`config.mk`:
```
export PLATFORM = sky130hd
export DESIGN_NAME = serial_adder_ctrl
export DESIGN_NICKNAME = d
export VERILOG_FILES = /design/src/rtl/serial_adder_ctrl.sv
export SDC_FILE = /design/constraint.sdc
export NUM_CORES = 1
export LEC_CHECK = 0
export ABC_AREA = 0
export BUFFER_PORTS_ARGS = -buffer_cell sky130_fd_sc_hd__buf_2
export CORE_AREA = 8 8 60 62
export CTS_CLUSTER_DIAMETER = 120
export DETAILED_ROUTE_END_ITERATION = 7
export DIE_AREA = 0 0 68 70
export PLACE_DENSITY = 0.71
export SLEW_MARGIN = 20
export SYNTH_ARGS = -nofsm -noshare
export SYNTH_HDL_FRONTEND = slang
export SYNTH_SLANG_ARGS = --single-unit
```
`constraint.sdc`:
```
create_clock -name clk -period 1.6 [get_ports clk]
set_input_delay 0.24 -clock clk [delete_from_list [all_inputs] [get_ports clk]]
set_output_delay 0.24 -clock clk [all_outputs]
set_load 0.02 [all_outputs]
```
`src/rtl/serial_adder_ctrl.sv`:
```
// serial_adder_ctrl: bit-serial adder sequencer sharing one full-adder cell over WIDTH cycles, LSB first
module serial_adder_ctrl #(
  parameter int WIDTH = 6
) (
  input  logic             clk,
  input  logic             reset,
  input  logic             start,
  input  logic [WIDTH-1:0] a,
  input  logic [WIDTH-1:0] b,
  input  logic             carry_in,
  output logic             busy,
  output logic             done,
  output logic [WIDTH-1:0] sum,
  output logic             carry_out,
  output logic             overflow
);
  localparam int CW = $clog2(WIDTH);
  typedef enum logic [1:0] {IDLE, RUN, DONE} state_t;
  state_t state, next;
  logic [CW-1:0] cnt;
  logic [WIDTH-1:0] a_sh, b_sh;
  logic c, s, cn, last, accept;
  always_comb begin
    s = a_sh[0] ^ b_sh[0] ^ c;
    cn = (a_sh[0] & b_sh[0]) | (a_sh[0] & c) | (b_sh[0] & c);
    last = cnt == CW'(WIDTH - 1);
    accept = start && state != RUN;
    next = state == RUN ? (last ? DONE : RUN) : (start ? RUN : IDLE);
  end
  always_ff @(posedge clk or posedge reset)
    if (reset) state <= IDLE;
    else state <= next;
  // c is the cell's carry input, so on the last bit it is the carry into the MSB
  always_ff @(posedge clk or posedge reset)
    if (reset) begin
      cnt <= '0;
      a_sh <= '0;
      b_sh <= '0;
      c <= 1'b0;
      sum <= '0;
      carry_out <= 1'b0;
      overflow <= 1'b0;
    end else if (accept) begin
      a_sh <= a;
      b_sh <= b;
      c <= carry_in;
      cnt <= '0;
    end else if (state == RUN) begin
      sum <= {s, sum[WIDTH-1:1]};
      a_sh <= a_sh >> 1;
      b_sh <= b_sh >> 1;
      c <= cn;
      cnt <= last ? '0 : cnt + 1'b1;
      if (last) begin
        carry_out <= cn;
        overflow <= c ^ cn;
      end
    end
  assign busy = state == RUN;
  assign done = state == DONE;
endmodule
```
==> results of run 1 <==
[layout by cell type, fill, tap and decap left out, types with 2 or more instances in the layout]
| cell type | synthesis | routed |
|---|---|---|
| mux2_4 | 2 | 2 |
| nand2_1 | 11 | 11 |
| buf_4 | 1 | 5 |
| dfrtp_1 | 26 | 26 |
| clkbuf_4 | 0 | 3 |
| mux2i_1 | 14 | 14 |
| buf_2 | 2 | 25 |
| o21ai_0 | 11 | 11 |
| mux2_2 | 8 | 8 |
| nor2_1 | 4 | 4 |
[stage by stage]
step,std cells,worst slack [ns],power [mW]
after floorplan,91,0.218,1.84
after global placement,143,0.209,2.02
after detailed placement,143,0.165,2.07
after CTS,147,0.0000224,2.39
after global routing,151,0.0221,2.71
final,151,0.0953,2.51
[state kept, by name (all words and copies together) (netlist names)]
| signal | cells |
|---|---|
| a_sh | 6 |
| b_sh | 6 |
| sum | 6 |
| cnt | 3 |
| state | 2 |
| c | 1 |
| carry_out | 1 |
| overflow | 1 |
[critical path, delay by kind of cell, from the launching register on]
kind,cells,cell delay [ns]
AND/OR/NAND/NOR,1,0.19
flip-flops,1,0.43
buffers and inverters,2,0.33
[cells by family after synthesis]
| kind of cell | after synthesis |
|---|---|
| AO/OA/AOI/OAI | 12 |
| adder cells (fa/ha/maj) | 1 |
| AND/OR/NAND/NOR | 19 |
| buffers and inverters | 8 |
| flip-flops | 26 |
| XOR/XNOR | 1 |
| multiplexers | 24 |
[final cells by class]
type | instances | area (um2)
Tap cell | 31 | 38.8
Sequential cell | 26 | 651
Inverter | 1 | 3.75
Multi-Input combinational cell | 57 | 449
Clock buffer | 3 | 22.5
Timing Repair Buffer | 33 | 218
Fill cell | 245 | 1280
[path summary, 6_finish.rpt]
kind | startpoint | end | cells past startpoint
worst max register to register | c | overflow | 3
worst min register to register | a_sh[3] | a_sh[2] | 2
min in group asynchronous | reset | overflow | 4
worst max-delay path | state[1] | busy | 3
max in group asynchronous | reset | sum[1] | 4
worst min-delay path | b[5] | b_sh[5] | 3
[routing by layer]
metal / share of wire, % / track usage [%] / vias to the layer above
met5: 0 / 0 / -
met4: 0.94 / 4.10 / 0
met3: 4.2 / 2.55 / 2
met2: 53 / 14.9 / 10
met1: 42 / 11.8 / 350
li1: - / - / 369
[power breakdown]
group	switching [mW]	leakage, nW	internal [mW]	total, mW
sequential	0.150	0.336	0.905	1.06
combinational	0.570	0.379	0.624	1.19
clock	0.176	0.0138	0.0878	0.264
total	0.896	0.728	1.62	2.51
[repair_timing]
item,in CTS,in global routing
hold buffers,1,0
buffers inserted,0,3
hold endpoints to repair,26,0
gates resized for setup,3,0
gates cloned,0,1
endpoints found under the setup margin,1,1
==> flow_summary.toml, run 1 <==
[clocking]
clock_latency_ns = 0.31
numCtsBuffers = 3
cts.path.max_buffers = 2
clock_sinks = 26
cts_tree = "yes"
htree_levels = 1
root_buffer = "clkbuf_4"
clkTransAtPathRegs_ns = 0.13

[synth]
synth.yosys.warnings = 0
synth_top_area_share_pct = 56.5
synth_common_cells = "dfrtp_1 (26), mux2i_1 (14), nand2_1 (11), o21ai_0 (11), mux2_2 (8)"
synth_area_leaders = "dfrtp_1 (57%), mux2i_1 (12%), mux2_2 (7.8%)"
syn-cell-area_mm2 = 0.00115
yosysMostFrequentCell = "dfrtp_1"
ys_types = 19
synth-simple-area-share_pct = 8.37
synthXorXnorAreaFrac_pct = 0.761
avgSynthCellArea_um2 = 12.6
synth_top_family_by_area = "multiplexers"
synth-main-ff-cell = "dfrtp_1"
synth_fa_ha_area_share_pct = 1.74
yosysSeqAreaShare_pct = 56.5
synth_nets = 108
synth_mux_area_share_pct = 22.6
ys_async_sr_fraction_pct = 100
ys_ff_latch = 26
synth_edf_count = 0
synth_compound_area_share_pct = 5.54
synth_area_leader_cell = "dfrtp_1"
syn_inst = 91

[routing]
postRouteWirelength_um = 2140
vias = 731
firstDrtPassIters = 2
wl_per_cell_um = 14.1
drc = 0
antenna_left = 0
vias_per_cell = 4.84
drt_iter0_drc = 14

[placed_design]
port_buffers = 25
routabilityCongestion = 0.687
dpl_cell_area_mm2 = 0.00129
place_hpwl_um = 1510

[critical_path]
path_cells = "nor2b_4 > buf_12 > buf_2"
cpMaxStageDelayCell = "dfrtp_1"
worstPathRequired_ns = 1.36
cp-start-kind = "register"
cp-end-kind = "output pin"
cp.arrival_ns = 1.26
max_stage_delay_ns = 0.43
crit_path_max_fanout = 16
crit_type = "register to output pin"
regToRegSetupSlack_ns = 0.16

[cells_and_area]
drive_above_1_share_pct = 38.3
area.growth.synth_to_final_pct = 20.1
design_area_mm2 = 0.00138
fin_nets = 139
diodes = 0
fin_util_pct = 51.9

[pwr]
power_leakage_nw = 0.728
power_density_mw_per_mm2 = 1820
vdd_ir_drop_max_uv = 947

[timing]
max_freq_ghz = 0.665
finalSetupTns_ns = 0
fin_crit_sh_pct = 94.0
finalHoldViolations = 0
fin_skew_ns = 0.00298
whs_ns = 0.182
worst_slew_pin_slew_ns = 0.324
drv_slew = 0
rsz0062_at_grt = "no"
fin_crit_ns = 1.50
slew_headroom_pct = 78.4
setup_viol = 0

[global_route]
grt_pass1_vias = 801
grt_start_max_net_pins = 32
grt_overflow = 0
antenna_found_initial = 0
grt_pass1_wl_um = 3590
grt_use_total_pct = 9.54

[die]
num_rows = 19
core_mm2 = 0.00266
start_util_pct = 43.2
dieWidth_um = 68
die_h_um = 70
io_pins = 26
die_area_mm2 = 0.00476

[status]
status = "completed"

[run]
drv_cap = 0

[min_path]
worstHoldPathType = "input pin to register"
No activity file was read; power rests on OpenSTA's default activity.
==> run 2: changes to the inputs <==
==> constraint.sdc (replaced) <==
create_clock -name clk -period 1.67 [get_ports clk]
set_input_delay 0.2505 -clock clk [delete_from_list [all_inputs] [get_ports clk]]
set_output_delay 0.2505 -clock clk [all_outputs]
set_load 0.02 [all_outputs]
==> flow_summary.toml, run 2 (same netlist as run 1, synthesis figures left out) <==
[die]
start_util_pct = 43.2
die_area_mm2 = 0.00476
num_rows = 19
die_h_um = 70
io_pins = 26
core_mm2 = 0.00266
dieWidth_um = 68

[timing]
fin_ws_ns = 0.110
fin_crit_ns = 1.56
drv_slew = 0
fin_crit_sh_pct = 93.4
fin_skew_ns = 0.00853
max_freq_ghz = 0.641
slew_headroom_pct = 71.4
finalSetupTns_ns = 0
worst_slew_pin_slew_ns = 0.429
rsz0062_at_grt = "no"
setup_viol = 0
finalHoldViolations = 0

[critical_path]
crit_type = "register to output pin"
path_buf_inv = 2
crit_path_max_fanout = 31
critical_path.top_delay_family = "flip-flops"
cpMaxStageDelayCell = "dfrtp_1"
cp-start-kind = "register"
cp.arrival_ns = 1.31
worstPathRequired_ns = 1.42
cp-end-kind = "output pin"
max_stage_delay_ns = 0.42
regToRegSetupSlack_ns = 0.22
path_cells = "nor2b_4 > buf_12 > buf_2"

[cells_and_area]
mostFrequentLayoutCells = "dfrtp_1 (26), buf_2 (25), mux2i_1 (14)"
drive_above_1_share_pct = 36.8
design_area_mm2 = 0.00137
final_common_cell = "dfrtp_1"
fin_util_pct = 51.3
reg_top3 = "a_sh: 6 flops, b_sh: 6 flops, sum: 6 flops"
fin_nets = 135
fill_cells = 249
diodes = 0
area.growth.synth_to_final_pct = 18.6

[routing]
met3WireLength_um = 94
drt_iter0_drc = 38
drc = 0
topRoutingLayerUsed = "met4"
antenna_left = 0
drt-met1-wl_um = 885
wl_met2_um = 1020
vias = 737
postRouteWirelength_um = 2050
wl_per_cell_um = 13.9
vias_per_cell = 4.98
firstDrtPassIters = 4

[clocking]
clkTransAtPathRegs_ns = 0.14
cts.path.max_buffers = 2
clock_sinks = 26
numCtsBuffers = 3
root_buffer = "clkbuf_4"
cts_tree = "yes"
clock_latency_ns = 0.32
htree_levels = 1

[global_route]
grt_start_max_net_pins = 32
antenna_found_initial = 0
grt_use_total_pct = 9.63
grt_pass1_wl_um = 3550
grt_overflow = 0
grt_pass1_vias = 771

[status]
status = "completed"

[pwr]
power_density_mw_per_mm2 = 1800
power_leakage_nw = 0.715
vdd_ir_drop_max_uv = 1010

[placed_design]
dpl_cell_area_mm2 = 0.00128
routabilityCongestion = 0.687
port_buffers = 25
post-place-ws_ns = 0.242
place_hpwl_um = 1460

[run]
drv_cap = 0

[min_path]
worstHoldPathType = "input pin to register"
[run 2: cell types whose count changed in the layout (fill, tap and decap cells not counted), sizes merged]
cell / delta
buf: -3
clkbuf: -1
bufinv: +1
[run 2: where the power goes]
group | switching, mW | internal [mW]
Clock | 0.185 | 0.243
Sequential | 0.151 | 0.867
Combinational | 0.518 | 0.497
Total | 0.854 | 1.61
[run 2: worst reg2reg max path, delay by kind of cell (launching register included)]
family	cells	cell delay, ns
flip-flops	1	0.42
buffers and inverters	1	0.15
multiplexers	1	0.32
AND/OR/NAND/NOR	2	0.47
[run 2: what timing repair did]
item | in CTS | in global routing
endpoints found under the setup margin | 1 | 1
endpoints found under the hold margin | 26 | 0
setup buffers | 0 | 1
pin swaps | 0 | 0
hold buffers | 1 | 0
resized for setup | 1 | 2
[run 2: routing by layer]
layer | track usage, % | vias to the layer above
li1 | - | 366
met1 | 11.6 | 353
met2 | 14.4 | 13
met3 | 2.71 | 5
met4 | 6.15 | 0
met5 | 0 | -
[run 2: worst paths after layout]
path / from / cells after the start / endpoint
worst max-delay path: state[1] / 3 / busy
worst min-delay path: a[5] / 3 / a_sh[5]
worst max register to register: state[1] / 4 / overflow
worst min register to register: b_sh[2] / 2 / b_sh[1]
max in group asynchronous: reset / 4 / sum[2]
min in group asynchronous: reset / 4 / carry_out
[run 2: through the flow]
step                      hold slack [ns]  std cells  power, mW
after floorplan                     0.291         91       1.76
after global placement              0.313        142       1.93
after detailed placement            0.314        142       1.99
after CTS                           0.147        147       2.43
after global routing                0.157        148       2.63
final                               0.161        148       2.46
[run 2: cell type report]
class	instances	area [um2]	share of cell area [%]
clock buffer	3	22.5	1.65
clock inverter	1	30.0	2.20
inverter	1	3.75	0.275
multi-input combinational	57	449	32.9
sequential	26	651	47.7
tap	31	38.8	2.84
timing repair buffer	29	170	12.5
